`config.mk`:
```
export PLATFORM = sky130hd
export DESIGN_NAME = alu_pipe_flat
export DESIGN_NICKNAME = d
export VERILOG_FILES = /design/src/rtl/alu_pipe_if.sv /design/src/rtl/alu_pipe.sv /design/src/flat_wrapper.sv
export SDC_FILE = /design/constraint.sdc
export NUM_CORES = 1
export LEC_CHECK = 0
export CAP_MARGIN = 20
export CORE_MARGIN = 2
export CORE_UTILIZATION = 35
export DETAILED_ROUTE_END_ITERATION = 8
export GPL_TIMING_DRIVEN = 1
export PLACE_DENSITY = 0.58
export SYNTH_ARGS = -nofsm -noshare
export SYNTH_HDL_FRONTEND = slang
export SYNTH_SLANG_ARGS = --single-unit
```
`constraint.sdc`:
```
create_clock -name clock -period 3.9 [get_ports clock]
set_input_delay 0.975 -clock clock [delete_from_list [all_inputs] [get_ports clock]]
set_output_delay 0.975 -clock clock [all_outputs]
set_load 0.05 [all_outputs]
```
`src/rtl/alu_pipe_if.sv`:
```
// Operation/result handshake bundle for alu_pipe.
// The source/consumer side uses master; the ALU uses slave.
interface alu_pipe_if #(
  parameter int unsigned N_BITS   = 8,
  parameter int unsigned N_OP     = 6,
  parameter int unsigned TAG_BITS = 4
);
  logic                i_valid;
  logic                o_ready;
  logic [N_BITS-1:0]   i_A;
  logic [N_BITS-1:0]   i_B;
  logic [N_OP-1:0]     i_OP;
  logic [TAG_BITS-1:0] i_tag;
  logic                o_valid;
  logic                i_ready;
  logic [N_BITS-1:0]   o_res;
  logic [TAG_BITS-1:0] o_tag;
  logic [3:0]          o_flags;
  logic                o_err;

  modport master (
    output i_valid, i_A, i_B, i_OP, i_tag, i_ready,
    input  o_ready, o_valid, o_res, o_tag, o_flags, o_err
  );

  modport slave (
    input  i_valid, i_A, i_B, i_OP, i_tag, i_ready,
    output o_ready, o_valid, o_res, o_tag, o_flags, o_err
  );
endinterface

```
`src/rtl/alu_pipe.sv`:
```
// Two-stage pipelined ALU: S1 captures operands, S2 holds result/flags/err/tag.
// Valid/ready on both sides; each stage advances when the stage ahead can take its contents.
module alu_pipe #(
  parameter int unsigned N_BITS   = 8,
  parameter int unsigned N_OP     = 6,
  parameter int unsigned TAG_BITS = 4
) (
  input logic        clock,
  input logic        reset,
  alu_pipe_if.slave  bus
);
  localparam int unsigned MSB = N_BITS - 1;

  localparam logic [N_OP-1:0] OP_ADD = N_OP'(6'b100000);
  localparam logic [N_OP-1:0] OP_SUB = N_OP'(6'b100010);
  localparam logic [N_OP-1:0] OP_AND = N_OP'(6'b100100);
  localparam logic [N_OP-1:0] OP_OR  = N_OP'(6'b100101);
  localparam logic [N_OP-1:0] OP_XOR = N_OP'(6'b100110);
  localparam logic [N_OP-1:0] OP_NOR = N_OP'(6'b100111);
  localparam logic [N_OP-1:0] OP_SLL = N_OP'(6'b000000);
  localparam logic [N_OP-1:0] OP_SRL = N_OP'(6'b000010);
  localparam logic [N_OP-1:0] OP_SRA = N_OP'(6'b000011);

  logic                s1_valid;
  logic                s2_valid;
  logic                s1_adv;
  logic                s2_adv;
  logic [N_BITS-1:0]   s1_a;
  logic [N_BITS-1:0]   s1_b;
  logic [N_OP-1:0]     s1_op;
  logic [TAG_BITS-1:0] s1_tag;
  logic [N_BITS-1:0]   s2_res;
  logic [3:0]          s2_flags;
  logic                s2_err;
  logic [TAG_BITS-1:0] s2_tag;

  logic [N_BITS:0]     sum_ext;
  logic [N_BITS:0]     diff_ext;
  logic                shift_big;
  logic [N_BITS-1:0]   alu_res;
  logic                alu_c;
  logic                alu_v;
  logic                alu_err;
  logic [3:0]          alu_flags;

  // S1 may refill in the same cycle S2 drains, so readiness chains back from the consumer.
  always_comb begin
    s2_adv = !s2_valid || bus.i_ready;
    s1_adv = !s1_valid || s2_adv;
  end

  assign bus.o_ready = s1_adv;

  always_comb begin
    sum_ext   = {1'b0, s1_a} + {1'b0, s1_b};
    diff_ext  = {1'b0, s1_a} - {1'b0, s1_b};
    shift_big = (s1_b >= N_BITS'(N_BITS));
    alu_res   = '0;
    alu_c     = 1'b0;
    alu_v     = 1'b0;
    alu_err   = 1'b0;
    case (s1_op)
      OP_ADD: begin
        alu_res = sum_ext[MSB:0];
        alu_c   = sum_ext[N_BITS];
        alu_v   = (s1_a[MSB] == s1_b[MSB]) && (alu_res[MSB] != s1_a[MSB]);
      end
      OP_SUB: begin
        // The extra top bit of the widened difference is the unsigned borrow.
        alu_res = diff_ext[MSB:0];
        alu_c   = diff_ext[N_BITS];
        alu_v   = (s1_a[MSB] != s1_b[MSB]) && (alu_res[MSB] != s1_a[MSB]);
      end
      OP_AND:  alu_res = s1_a & s1_b;
      OP_OR:   alu_res = s1_a | s1_b;
      OP_XOR:  alu_res = s1_a ^ s1_b;
      OP_NOR:  alu_res = ~(s1_a | s1_b);
      OP_SLL:  alu_res = shift_big ? '0 : (s1_a << s1_b);
      OP_SRL:  alu_res = shift_big ? '0 : (s1_a >> s1_b);
      OP_SRA:  alu_res = shift_big ? {N_BITS{s1_a[MSB]}} : N_BITS'($signed(s1_a) >>> s1_b);
      default: alu_err = 1'b1;
    endcase
    alu_flags = alu_err ? 4'b0000 : {(alu_res == '0), alu_res[MSB], alu_c, alu_v};
    if (alu_err) alu_res = '0;
  end

  always_ff @(posedge clock or posedge reset) begin
    if (reset) begin
      s1_valid <= 1'b0;
      s1_a     <= '0;
      s1_b     <= '0;
      s1_op    <= '0;
      s1_tag   <= '0;
    end else if (s1_adv) begin
      s1_valid <= bus.i_valid;
      if (bus.i_valid) begin
        s1_a   <= bus.i_A;
        s1_b   <= bus.i_B;
        s1_op  <= bus.i_OP;
        s1_tag <= bus.i_tag;
      end
    end
  end

  // S2 contents only change on advance, which keeps outputs stable under backpressure.
  always_ff @(posedge clock or posedge reset) begin
    if (reset) begin
      s2_valid <= 1'b0;
      s2_res   <= '0;
      s2_flags <= '0;
      s2_err   <= 1'b0;
      s2_tag   <= '0;
    end else if (s2_adv) begin
      s2_valid <= s1_valid;
      if (s1_valid) begin
        s2_res   <= alu_res;
        s2_flags <= alu_flags;
        s2_err   <= alu_err;
        s2_tag   <= s1_tag;
      end
    end
  end

  assign bus.o_valid = s2_valid;
  assign bus.o_res   = s2_res;
  assign bus.o_flags = s2_flags;
  assign bus.o_err   = s2_err;
  assign bus.o_tag   = s2_tag;
endmodule

```
`src/flat_wrapper.sv`:
```
// flat-port wrapper written by rule: the top's interface ports become plain ports
module alu_pipe_flat 
#(
  parameter int unsigned N_BITS   = 8,
  parameter int unsigned N_OP     = 6,
  parameter int unsigned TAG_BITS = 4
)
  (clock, reset, bus_i_valid, bus_i_A, bus_i_B, bus_i_OP, bus_i_tag, bus_i_ready, bus_o_ready, bus_o_valid, bus_o_res, bus_o_tag, bus_o_flags, bus_o_err);
  alu_pipe_if #(.N_BITS(N_BITS), .N_OP(N_OP), .TAG_BITS(TAG_BITS)) bus_i ();
  input logic clock;
  input logic reset;
  input wire logic [$bits(bus_i.i_valid)-1:0] bus_i_valid;
  input wire logic [$bits(bus_i.i_A)-1:0] bus_i_A;
  input wire logic [$bits(bus_i.i_B)-1:0] bus_i_B;
  input wire logic [$bits(bus_i.i_OP)-1:0] bus_i_OP;
  input wire logic [$bits(bus_i.i_tag)-1:0] bus_i_tag;
  input wire logic [$bits(bus_i.i_ready)-1:0] bus_i_ready;
  output wire logic [$bits(bus_i.o_ready)-1:0] bus_o_ready;
  output wire logic [$bits(bus_i.o_valid)-1:0] bus_o_valid;
  output wire logic [$bits(bus_i.o_res)-1:0] bus_o_res;
  output wire logic [$bits(bus_i.o_tag)-1:0] bus_o_tag;
  output wire logic [$bits(bus_i.o_flags)-1:0] bus_o_flags;
  output wire logic [$bits(bus_i.o_err)-1:0] bus_o_err;
  assign bus_i.i_valid = bus_i_valid;
  assign bus_i.i_A = bus_i_A;
  assign bus_i.i_B = bus_i_B;
  assign bus_i.i_OP = bus_i_OP;
  assign bus_i.i_tag = bus_i_tag;
  assign bus_i.i_ready = bus_i_ready;
  assign bus_o_ready = bus_i.o_ready;
  assign bus_o_valid = bus_i.o_valid;
  assign bus_o_res = bus_i.o_res;
  assign bus_o_tag = bus_i.o_tag;
  assign bus_o_flags = bus_i.o_flags;
  assign bus_o_err = bus_i.o_err;
  alu_pipe #(.N_BITS(N_BITS), .N_OP(N_OP), .TAG_BITS(TAG_BITS)) u_core (.clock(clock), .reset(reset), .bus(bus_i));
endmodule
```
==> flow_metrics.env <==
export IMPL_placed_cell_area_mm2=0.00429
export IMPL_holdBufCountCts=0
export IMPL_start_util=0.357
export IMPL_grtUsageTotal=0.185
export IMPL_fin_crit_ns=3.39
export IMPL_nFillCells=997
export IMPL_ios=49
export IMPL_cts_resized=0
export IMPL_synth_largest_area_cell="dfrtp_1"
export IMPL_yosysUniqueCellTypes=64
export IMPL_end_kind="output pin"
export IMPL_core_area_mm2=0.0102
export IMPL_drc=0
export IMPL_ys_flop_type="dfrtp_1"
export IMPL_n_antenna_cell=0
export IMPL_rows=37
export IMPL_min_path_type="flip-flop to flip-flop"
export IMPL_reg2reg_depth=9
export IMPL_skew_ns=0.0109
export IMPL_hold_depth=2
export IMPL_drtPass1Iterations=5
export IMPL_cts_sinks=44
export IMPL_grt_pass1_vias=3124
export IMPL_ant_nets=0
export IMPL_hpwl_um=7610
export IMPL_wl_per_cell_um=17.4
export IMPL_cts_tree="yes"
export IMPL_port_buffers=48
export IMPL_finalPower_mw=1.87
export IMPL_max_stage_delay_ns=0.82
export IMPL_fmax_mhz=295
export IMPL_r2r_end="u_core.bus.o_flags[2]"
export IMPL_setup_tns_ns=0
export IMPL_fin_crit_sh=0.870
export IMPL_antenna_found_initial=0
export IMPL_grt_overflow_total=0
export IMPL_cts_buffers=5
export IMPL_drt_iter0_markers=215
export IMPL_syn_area_per_cell_um2=9.34
export IMPL_drive_gt1_frac=0.180
export IMPL_path_delay_family="buffers and inverters"
export IMPL_htree_levels=2
export IMPL_cts_root_buffer="clkbuf_8"
export IMPL_r2r_slack_ns=0.68
export IMPL_drv_cap=0
export IMPL_criticalPathCategory="input pin to output pin"
export IMPL_max_vdd_ir_drop_v=0.000199
export IMPL_finalWeightedCongestion=0.956
export IMPL_rsz0062_at_grt="no"
export IMPL_crit_chain="clkdlybuf4s50_1 -> nand3b_1 -> clkdlybuf4s50_1"
export IMPL_final_nets=493
export IMPL_setup_viol=0
export IMPL_final_hold_viol_count=0
export IMPL_post_cts_buffers=0
export IMPL_synth_cells=391
export IMPL_viasPerCell=5.59
export IMPL_grt_max_degree=45
export IMPL_worstPathRequired_ns=2.92
export IMPL_netlist_area_mm2=0.00365
export IMPL_synthTopCellsByArea="dfrtp_1 30%, mux2_2 12%, ha_1 8.2%"
export IMPL_cp_num_buf_inv=2
export IMPL_leakagePower_nw=1.82
export IMPL_die_y_um=106
export IMPL_r2r_start="u_core.s1_a[4]"
export IMPL_wl_um=9960
export IMPL_power_per_cell_area_mw_per_mm2=424
export IMPL_synthArstFlopShare=1.00
export IMPL_syn_num_nets=447
export IMPL_vias=3210
export IMPL_cpMaxStageDelayCell="clkdlybuf4s50_1"
export IMPL_worstPathArrival_ns=2.42
export IMPL_clock_latency_ns=0.30
export IMPL_seq_area_frac_synth=0.301
export IMPL_finalInstanceArea_mm2=0.00440
export IMPL_final_max_slew_viol_count=0
export IMPL_hold_path_startpoint="u_core.bus.o_res[1]"
export IMPL_status="finished, final reports clean"
export IMPL_tightestPinTransition_ns=0.896
export IMPL_critPathMostFrequentCell="clkdlybuf4s50_1"
export IMPL_worstHoldEndpoint="u_core.bus.o_res[1]"
export IMPL_yosys_warnings=0
export IMPL_die_w_um=106
export IMPL_path_clk_slew_ns=0.08
export IMPL_cp_max_fo=3
export IMPL_cts_buffer_depth=2
export IMPL_maxSlewHeadroom=0.402
export IMPL_synth_top_area_share=0.301
export IMPL_start_kind="input pin"
export IMPL_grt_pass1_wl_um=16600
export IMPL_die_area_mm2=0.0113
export IMPL_syn_to_final_growth_pct=20.5
export IMPL_synth_edff_count=0
export IMPL_synth_seq_cells=44
layer usage:
metal	GRT usage	vias up	wire (um)
met4	0.0555	0	229
met5	0	-	0
met1	0.253	1543	4520
li1	-	1525	-
met2	0.298	122	4560
met3	0.0349	20	649
registers in the layout, indices dropped and copies added (netlist names):
| signal | flops |
|---|---|
| u_core.bus.o_err | 1 |
| u_core.bus.o_flags | 4 |
| u_core.bus.o_res | 7 |
| u_core.bus.o_tag | 4 |
| u_core.bus.o_valid | 1 |
| u_core.s1_a | 8 |
| u_core.s1_b | 8 |
| u_core.s1_op | 6 |
| u_core.s1_tag | 4 |
| u_core.s1_valid | 1 |
kinds of logic after synthesis:
logic type / synth area share
flip-flops: 0.301
buffers and inverters: 0.0582
multiplexers: 0.189
AO/OA/AOI/OAI: 0.182
adder cells (fa/ha/maj): 0.0932
AND/OR/NAND/NOR: 0.157
XOR/XNOR: 0.0192
through the flow:
step	hold slack [ns]	utilization	setup slack (ns)	std cells
final	0.485	0.430	0.508	574
after global routing	0.529	0.430	0.464	574
after CTS	0.495	0.430	0.510	574
after detailed placement	0.475	0.419	0.515	566
after global placement	0.469	0.419	0.537	566
after floorplan	0.475	-	0.563	391
worst register-to-register path: cells and delay by family (launching register included):
kind / cells / cell delay, ns
compound gates: 4 / 0.72
mux: 1 / 0.28
fa+ha+maj: 1 / 0.43
simple gates: 2 / 0.96
buf+inv: 1 / 0.09
flops: 1 / 0.62
worst max-delay path by stage:
stage / from / to / slack [ns] / cells after the start
finish: bus_i_ready / bus_o_ready / 0.51 / 3
global route: bus_i_ready / bus_o_ready / 0.46 / 3
CTS: bus_i_ready / bus_o_ready / 0.51 / 3
detailed placement: bus_i_ready / bus_o_ready / 0.52 / 3
global placement: bus_i_ready / bus_o_ready / 0.54 / 3
floorplan: u_core.s1_b[1] / u_core.bus.o_flags[2] / 0.56 / 10
placed cells by master, fill, tap and decap left out, types with 3 or more instances in the layout:
cell type / n
clkbuf_8: 5
mux4_2: 5
o32ai_1: 3
or3_1: 4
nor3_1: 9
o22ai_1: 5
nor2_1: 19
o21ai_0: 20
mux2i_1: 15
buf_4: 15
a211oi_1: 7
ha_1: 24
inv_1: 20
clkdlybuf4s50_1: 48
nand2b_1: 7
a21oi_1: 26
a31oi_1: 4
nand3_1: 12
dfrtp_1: 44
mux2_2: 38
o211ai_1: 7
nand2_1: 33
xnor2_1: 8
o21bai_1: 4
area by class of cell:
type / instances / area, um^2 / area share
clock buffer: 5 / 68.8 / 0.0156
multi-input combinational: 301 / 2340 / 0.531
clock inverter: 3 / 46.3 / 0.0105
timing repair buffer: 63 / 593 / 0.135
inverter: 22 / 82.6 / 0.0188
tap: 136 / 170 / 0.0387
sequential: 44 / 1100 / 0.250
synth_stat cells (all sizes together), types with 3 or more instances:
library cell / count
inv: 21
o21bai: 4
a21oi: 26
mux4: 5
o32ai: 3
nor2: 19
or4: 3
nand2: 34
dfrtp: 44
mux2: 38
o22ai: 5
a211oi: 8
nand2b: 7
xnor2: 8
and3: 4
mux2i: 15
nor4: 3
nor3: 10
o21ai: 21
or3: 4
buf: 10
clkbuf: 14
a31oi: 4
nand3: 12
ha: 24
o211ai: 7
power breakdown:
part	total, mW	switching, mW	internal, mW
Combinational	0.894	0.509	0.386
Sequential	0.605	0.0831	0.522
Clock	0.366	0.173	0.193
Note: power is estimated with default switching activity, not from simulation.
